$ cat config.mk
export PLATFORM = sky130hd
export DESIGN_NAME = data_memory_access_unit
export DESIGN_NICKNAME = d
export VERILOG_FILES = /design/src/rtl/data_memory_access_unit.sv
export SDC_FILE = /design/constraint.sdc
export NUM_CORES = 1
export LEC_CHECK = 0
export CORE_MARGIN = 3
export CORE_UTILIZATION = 42
export DETAILED_ROUTE_END_ITERATION = 12
export PLACE_DENSITY = 0.79
export SYNTH_ARGS = -nofsm -noshare
export SYNTH_HDL_FRONTEND = slang
export SYNTH_SLANG_ARGS = --single-unit
$ cat constraint.sdc
create_clock -name i_clk -period 1.5 [get_ports i_clk]
set_input_delay 0.3 -clock i_clk [delete_from_list [all_inputs] [get_ports i_clk]]
set_output_delay 0.3 -clock i_clk [all_outputs]
set_load 0.005 [all_outputs]
$ cat src/rtl/data_memory_access_unit.sv
// Byte/halfword load-store front end: splits each request into single-byte memory strobes.
// Latency accept->rsp: 2..4 cycles; ready only in IDLE, response cannot be stalled.
module data_memory_access_unit #(
    parameter int ADDR_W = 10,
    parameter int DATA_W = 8
) (
    input  logic                i_clk,
    input  logic                i_rst_n,
    input  logic                i_req_valid,
    output logic                o_req_ready,
    input  logic                i_req_we,
    input  logic                i_req_size,
    input  logic [ADDR_W-1:0]   i_req_addr,
    input  logic [2*DATA_W-1:0] i_req_wdata,
    output logic                o_rsp_valid,
    output logic [2*DATA_W-1:0] o_rsp_rdata,
    output logic                o_busy,
    output logic [ADDR_W-1:0]   o_mem_addr,
    output logic [DATA_W-1:0]   o_mem_wdata,
    output logic                o_mem_we,
    output logic                o_mem_re,
    input  logic [DATA_W-1:0]   i_mem_rdata
);
    localparam logic [2:0] S_IDLE = 3'd0;
    localparam logic [2:0] S_ACC0 = 3'd1;
    localparam logic [2:0] S_ACC1 = 3'd2;
    localparam logic [2:0] S_WAIT = 3'd3;
    localparam logic [2:0] S_RESP = 3'd4;

    logic [2:0]          state_q, state_d;
    logic                we_q, size_q;
    logic [ADDR_W-1:0]   addr_q;
    logic [2*DATA_W-1:0] wdata_q;
    logic [2*DATA_W-1:0] rdata_q, rdata_d;
    logic [ADDR_W-1:0]   mem_addr_q, mem_addr_d;
    logic [DATA_W-1:0]   mem_wdata_q, mem_wdata_d;
    logic                mem_we_q, mem_we_d, mem_re_q, mem_re_d;
    logic                accept;

    assign accept = i_req_valid && (state_q == S_IDLE);

    always_comb begin
        state_d = state_q;
        case (state_q)
            S_IDLE:  if (accept) state_d = S_ACC0;
            S_ACC0:  state_d = size_q ? S_ACC1 : (we_q ? S_RESP : S_WAIT);
            S_ACC1:  state_d = we_q ? S_RESP : S_WAIT;
            S_WAIT:  state_d = S_RESP;
            S_RESP:  state_d = S_IDLE;
            default: state_d = S_IDLE;
        endcase
    end

    // Memory port is registered, so strobes are computed for the state being entered.
    always_comb begin
        mem_addr_d  = mem_addr_q;
        mem_wdata_d = mem_wdata_q;
        mem_we_d    = 1'b0;
        mem_re_d    = 1'b0;
        if (accept) begin
            mem_addr_d = i_req_addr;
            mem_we_d   = i_req_we;
            mem_re_d   = !i_req_we;
            if (i_req_we) mem_wdata_d = i_req_wdata[DATA_W-1:0];
        end else if (state_q == S_ACC0 && state_d == S_ACC1) begin
            mem_addr_d = addr_q + {{(ADDR_W-1){1'b0}}, 1'b1};
            mem_we_d   = we_q;
            mem_re_d   = !we_q;
            if (we_q) mem_wdata_d = wdata_q[2*DATA_W-1:DATA_W];
        end
    end

    // Read data trails each read strobe by one cycle.
    always_comb begin
        rdata_d = rdata_q;
        if (accept) begin
            rdata_d = '0;
        end else if (state_q == S_ACC1 && !we_q) begin
            rdata_d[DATA_W-1:0] = i_mem_rdata;
        end else if (state_q == S_WAIT) begin
            if (size_q) rdata_d[2*DATA_W-1:DATA_W] = i_mem_rdata;
            else        rdata_d[DATA_W-1:0]        = i_mem_rdata;
        end
    end

    always_ff @(posedge i_clk) begin
        if (!i_rst_n) begin
            state_q     <= S_IDLE;
            we_q        <= 1'b0;
            size_q      <= 1'b0;
            addr_q      <= '0;
            wdata_q     <= '0;
            rdata_q     <= '0;
            mem_addr_q  <= '0;
            mem_wdata_q <= '0;
            mem_we_q    <= 1'b0;
            mem_re_q    <= 1'b0;
        end else begin
            state_q     <= state_d;
            rdata_q     <= rdata_d;
            mem_addr_q  <= mem_addr_d;
            mem_wdata_q <= mem_wdata_d;
            mem_we_q    <= mem_we_d;
            mem_re_q    <= mem_re_d;
            if (accept) begin
                we_q    <= i_req_we;
                size_q  <= i_req_size;
                addr_q  <= i_req_addr;
                wdata_q <= i_req_wdata;
            end
        end
    end

    assign o_req_ready = (state_q == S_IDLE);
    assign o_busy      = (state_q != S_IDLE);
    assign o_rsp_valid = (state_q == S_RESP);
    assign o_rsp_rdata = (state_q == S_RESP) ? rdata_q : '0;
    assign o_mem_addr  = mem_addr_q;
    assign o_mem_wdata = mem_wdata_q;
    assign o_mem_we    = mem_we_q;
    assign o_mem_re    = mem_re_q;
endmodule
==> flow_summary.json, run 1 <==
{
  "grt_pass1_vias": 2397,
  "worst_pin_slew_ps": 324.1,
  "clock-skew-final_ps": 12.74,
  "critPathSlowestCell": "or4b_4",
  "ys_ff_latch": 59,
  "utilization_pct": 73.24,
  "reg2reg_depth": 6,
  "synthCells": 316,
  "critPathMaxFanout": 8,
  "setup_ws_ps": -172.2,
  "antenna_left": 0,
  "yosysTopAreaCell": "dfxtp_1",
  "routabilityCongestion": 0.7884,
  "seq_power_share_pct": 32.9,
  "nets": 462,
  "synthesis.nets": 356,
  "crit_path_end_kind": "flip-flop",
  "final_design_area_no_fill_mm2": 0.004182,
  "ys_seq_area_share_pct": 45.96,
  "drtIter0Drc": 122,
  "rsz0062_at_grt": "yes",
  "power_switching_mw": 2.283,
  "power_density_mw_per_mm2": 1579,
  "hold_violations": 0,
  "synth-async-reset-ratio_pct": 0,
  "grt_pass1_wl_um": 11360,
  "multiInputGateArea_mm2": 0.001483,
  "cts_buffer_depth": 2,
  "violations": "setup timing",
  "hpwl_um": 4750,
  "vias": 2643,
  "rows": 27,
  "portBuffers": 77,
  "synth_area_leaders": "dfxtp_1 (46%), nand2_1 (11%), a21oi_1 (6.6%)",
  "gr-total-overflow": 0,
  "irDropWorstVdd_mv": 0.8381,
  "p_int_mw": 4.318,
  "pwr-share-clk_pct": 24.5,
  "antenna_found_initial": 0,
  "fmax_mhz": 598.0,
  "synth_most_common_cell": "nand2_1",
  "grt_max_degree": 25,
  "drc": 0,
  "register_area_mm2": 0.001200,
  "path_class": "reg2reg",
  "slowest_delay_ps": 600,
  "cts_tree": "built",
  "pwr-share-comb_pct": 42.6,
  "switching_share_pct": 34.58,
  "synth_common_cells": "nand2_1 (78), dfxtp_1 (59), a21oi_1 (34)",
  "clk_pin_slew_worst_paths_ps": 70,
  "via_per_inst": 5.297,
  "clock_sinks": 59,
  "hold_class": "reg2reg",
  "maxSlewViolCount": 0,
  "h-tree-depth": 3,
  "synth_cell_types": 43,
  "ys.flop_type": "dfxtp_1",
  "clock-root-buffer": "clkbuf_8",
  "coreArea_mm2": 0.005709,
  "syn_to_final_growth_pct": 62.71,
  "die_x_um": 84.23,
  "dp.cells": 474,
  "ctsHoldBuffers": 0,
  "p_leak_nw": 1.816,
  "groute.usage.overall_pct": 19.75,
  "diodes": 0,
  "fill_cells": 395,
  "required_ps": 1750,
  "post_dp_cell_area_mm2": 0.003590,
  "die_h_um": 84.23,
  "maxCapViolCount": 0,
  "synth_edf_count": 0,
  "synth_top_area_share_pct": 45.96,
  "start_kind": "flip-flop",
  "cp_data_arrival_time_ps": 1920,
  "synth_area_mm2": 0.002570,
  "post-route-min-period_ps": 1672,
  "fp.dieArea_mm2": 0.007094,
  "cts_buffers": 9,
  "finalCritPeriodShare_pct": 111.5,
  "setup_viol": 70,
  "fin_cells": 499,
  "start_util_pct": 45.01,
  "status": "complete, but fails checks",
  "min_path_cells": 2,
  "clock_latency_ps": 330,
  "drt-total-wl_um": 7681,
  "wire_per_inst_um": 15.39,
  "crit_chain": "buf_6 > or4b_4 > buf_8 > nand2_4 > o221ai_2 > o2bb2ai_1",
  "drive_gt1_share_pct": 33.02,
  "ios": 78,
  "yosys_warnings": 0,
  "syn_area_per_cell_um2": 8.133,
  "drt_pass1_iterations": 4,
  "slew_headroom_pct": 78.37
}
[state kept, by name (all words and copies together) (netlist names)]
signal and flops:
size_q 1, state_q 3, rdata_q 16, wdata_q 8
o_mem_re 1, o_mem_wdata 8, o_mem_we 1, we_q 1
addr_q 10, o_mem_addr 10
[logic make-up (layout without fill, tap and decap cells)]
| kind of cell | count (synthesis) | count (layout) | share of synthesized area [%] |
|---|---|---|---|
| and+or+nand+nor | 155 | 157 | 27.95 |
| AOI/OAI and AO/OA | 62 | 62 | 15.39 |
| DFF | 59 | 59 | 45.96 |
| buffers and inverters | 27 | 136 | 5.745 |
| muxes | 8 | 8 | 3.116 |
| xor gates and xnor gates | 4 | 4 | 1.363 |
| adders and majority gates | 1 | 1 | 0.4868 |
[cells in the final DEF, fill, tap and decap left out, drive strengths merged, types with 3 or more instances in the layout]
cell	instances
o211ai	3
dfxtp	59
clkdlybuf4s15	4
o21ai	4
inv	6
a311oi	9
clkbuf	9
nand2	78
dlymetal6s2s	10
nor3	3
clkdlybuf4s50	45
mux2i	8
a21oi	34
nand3	9
xnor2	4
dlygate4sd2	3
nor2	30
and2	17
buf	53
and3	4
[per-stage QoR]
stage | hold slack [ps] | worst slack (ps) | power (mW) | setup TNS, ps
after floorplan | 431.7 | -20.37 | 3.351 | -28.79
after global placement | 438.3 | -366.9 | 4.248 | -19270
after detailed placement | 442.3 | -409.4 | 4.299 | -20220
after CTS | 456.7 | -110.7 | 6.150 | -4384
after global routing | 473.9 | -213.6 | 6.942 | -8180
final | 457.4 | -172.2 | 6.601 | -4597
[power groups by stage]
| stage | Combinational [mW] | Sequential [mW] | Clock, mW |
|---|---|---|---|
| final | 2.81 | 2.17 | 1.62 |
| after global routing | 3.03 | 2.20 | 1.71 |
| after CTS | 2.40 | 2.11 | 1.64 |
| after detailed placement | 2.19 | 2.11 | 0 |
| after global placement | 2.14 | 2.10 | 0 |
| after floorplan | 1.26 | 2.09 | 0 |
[timing repair]
action | in CTS | in global routing
endpoints found under the setup margin | 68 | 88
pin swaps | 18 | 26
gates resized for setup | 114 | 72
cloned | 3 | 1
setup buffers | 1 | 5
[routing by layer]
metal | global-route usage [%] | routed length, um | vias to the layer above
met4 | 5.994 | 121 | 0
met2 | 33.29 | 3929 | 103
met5 | 0 | 0 | -
met3 | 6.281 | 497 | 15
met1 | 24.06 | 3132 | 1230
li1 | - | - | 1295
[worst paths after layout]
check,startpoint,endpoint,slack (ps)
worst min register to register,rdata_q[8],rdata_q[8],460
worst max-delay path,state_q[2],o_mem_addr[9],-170
worst max register to register,state_q[2],o_mem_addr[9],-170
worst min-delay path,rdata_q[8],rdata_q[8],460
[critical path, delay by kind of cell, from the launching register on]
kind,cells,cell delay (ps)
AOI/OAI and AO/OA,2,250
buffers and inverters,2,320
DFF,1,370
and+or+nand+nor,2,650
[layout make-up]
cell class	count	share of cell area (%)
multi-input cells	232	35.46
flip-flops and latches	59	28.70
repair buffers	115	27.74
clock buffers	9	2.962
clock inverters	7	2.424
well taps	72	2.154
inverters	5	0.5685
Note: power is estimated with default switching activity, not from simulation.
==> run 2: changes to the inputs <==
--- a/config.mk
+++ b/config.mk
@@ -6,9 +6,9 @@
 export NUM_CORES = 1
 export LEC_CHECK = 0
 export CORE_MARGIN = 3
-export CORE_UTILIZATION = 42
+export CORE_UTILIZATION = 45
 export DETAILED_ROUTE_END_ITERATION = 12
-export PLACE_DENSITY = 0.79
+export PLACE_DENSITY = 0.8
 export SYNTH_ARGS = -nofsm -noshare
 export SYNTH_HDL_FRONTEND = slang
 export SYNTH_SLANG_ARGS = --single-unit
==> constraint.sdc (replaced) <==
create_clock -name i_clk -period 2 [get_ports i_clk]
set_input_delay 0.4 -clock i_clk [delete_from_list [all_inputs] [get_ports i_clk]]
set_output_delay 0.4 -clock i_clk [all_outputs]
set_load 0.005 [all_outputs]
==> flow_summary.json, run 2 (same netlist as run 1, synthesis figures left out) <==
{
  "status": "finished clean",
  "irDropWorstVdd_mv": 0.6945,
  "hold_class": "reg2reg",
  "top_register": "rdata_q",
  "h-tree-depth": 3,
  "largest_register_ffs": 16,
  "clk_pin_slew_worst_paths_ps": 60,
  "seq_power_share_pct": 35.4,
  "die_x_um": 81.57,
  "nets": 437,
  "drive_gt1_share_pct": 9.701,
  "path_class": "reg2out",
  "required_ps": 1600,
  "drtIter0Drc": 159,
  "p_int_mw": 3.043,
  "portBuffers": 77,
  "coreArea_mm2": 0.005303,
  "slew_headroom_pct": 72.22,
  "syn_to_final_growth_pct": 43.77,
  "pwr-share-clk_pct": 29.8,
  "start_kind": "flip-flop",
  "final.setup.tns_ps": 0,
  "cts_buffer_depth": 2,
  "pwr-share-comb_pct": 34.7,
  "cp_data_arrival_time_ps": 1490,
  "maxSlewViolCount": 0,
  "cts_buffers": 9,
  "drt_pass1_iterations": 5,
  "antenna_found_initial": 0,
  "gr-total-overflow": 0,
  "power_switching_mw": 1.407,
  "critPathMaxFanout": 12,
  "p_leak_nw": 1.486,
  "grt_pass1_vias": 2383,
  "cts_tree": "built",
  "wire_per_inst_um": 14.01,
  "finalCritPeriodShare_pct": 94.33,
  "switching_share_pct": 31.62,
  "fp.dieArea_mm2": 0.006654,
  "clock-root-buffer": "clkbuf_8",
  "layout_commonest_cell": "nand2_1",
  "via_per_inst": 5.189,
  "crit_path_end_kind": "primary output",
  "power_density_mw_per_mm2": 1204,
  "ctsHoldBuffers": 0,
  "fmax_mhz": 530.1,
  "drt-total-wl_um": 6612,
  "hold_violations": 0,
  "setup_viol": 0,
  "post-route-min-period_ps": 1887,
  "routabilityCongestion": 0.8091,
  "diodes": 0,
  "worst_pin_slew_ps": 414.4,
  "antenna_left": 0,
  "fill_cells": 457,
  "groute.usage.overall_pct": 21.31,
  "hpwl_um": 4470,
  "ios": 78,
  "clock_sinks": 59,
  "die_h_um": 81.57,
  "vias": 2449,
  "grt_max_degree": 30,
  "start_util_pct": 48.47,
  "rows": 26,
  "grt_pass1_wl_um": 10850,
  "hold_slack_ps": 453.3,
  "maxCapViolCount": 0,
  "drc": 0,
  "clock-skew-final_ps": 5.730,
  "mostFrequentLayoutCells": "nand2_1 (78), dfxtp_1 (59), clkdlybuf4s50_1 (58)",
  "clock_latency_ps": 340,
  "rsz0062_at_grt": "no"
}
==> run 2: cell count changes in the layout (fill, tap and decap cells not counted), sizes merged, moves of 2 or more <==
cell | previous run | this run
buf | 53 | 15
clkinv | 2 | 0
dlymetal6s2s | 10 | 1
clkdlybuf4s50 | 45 | 58
clkdlybuf4s15 | 4 | 0
dlygate4sd2 | 3 | 18
and3 | 4 | 2
clkbuf | 9 | 12
==> run 2: area by class of cell <==
| cell class | instances | area (um2) | area share, % |
|---|---|---|---|
| well taps | 70 | 87.58 | 2.370 |
| repair buffers | 92 | 912.1 | 24.69 |
| flip-flops and latches | 59 | 1181 | 31.97 |
| inverters | 5 | 18.77 | 0.5080 |
| clock inverters | 4 | 97.59 | 2.641 |
| clock buffers | 12 | 145.1 | 3.928 |
| multi-input cells | 230 | 1252 | 33.90 |
==> run 2: power groups by stage <==
stage,registers [mW],clock network (mW),logic (mW)
after floorplan,1.56,0,0.937
after global placement,1.58,0,1.48
after detailed placement,1.59,0,1.53
after CTS,1.57,1.35,1.55
after global routing,1.61,1.40,1.71
final,1.58,1.33,1.55
==> run 2: path summary, 6_finish.rpt <==
check	to	start	cells after the start	slack [ps]
worst max-delay path	o_req_ready	state_q[1]	4	110
worst min-delay path	rdata_q[9]	rdata_q[9]	2	450
worst max register to register	rdata_q[5]	state_q[2]	5	340
worst min register to register	rdata_q[9]	rdata_q[9]	2	450
==> run 2: per-stage QoR <==
stage	power [mW]	instances	setup slack, ps	util (%)	area, um2
floorplan	2.501	316	443.8	-	2570
global placement	3.057	454	45.17	64.89	3441
detailed placement	3.119	454	0.1297	64.89	3441
finish	4.450	472	113.4	69.68	3695
CTS	4.465	472	46.52	69.56	3689
global route	4.722	472	20.51	69.68	3695
==> run 2: worst max-delay path, cell delays in order (launching register included) <==
cell and delay, ps:
dfxtp_1 330, buf_6 150, or3_1 360, inv_1 70
dlygate4sd2_1 250
==> run 2: timing repair <==
item,4_1_cts,5_1_grt
gates resized for setup,24,2
setup buffers,1,0
cloned,1,0
pin swaps,0,0
setup endpoints to repair,19,2
==> run 2: layer usage <==
layer	part of all wire (%)	GRT usage, %	vias to the layer above	routed length, um
met2	49	35.18	66	3230
met4	1.9	10.80	0	123
met5	0	0	-	0
met3	5.7	4.276	12	378
met1	44	26.34	1130	2879
li1	-	-	1241	-
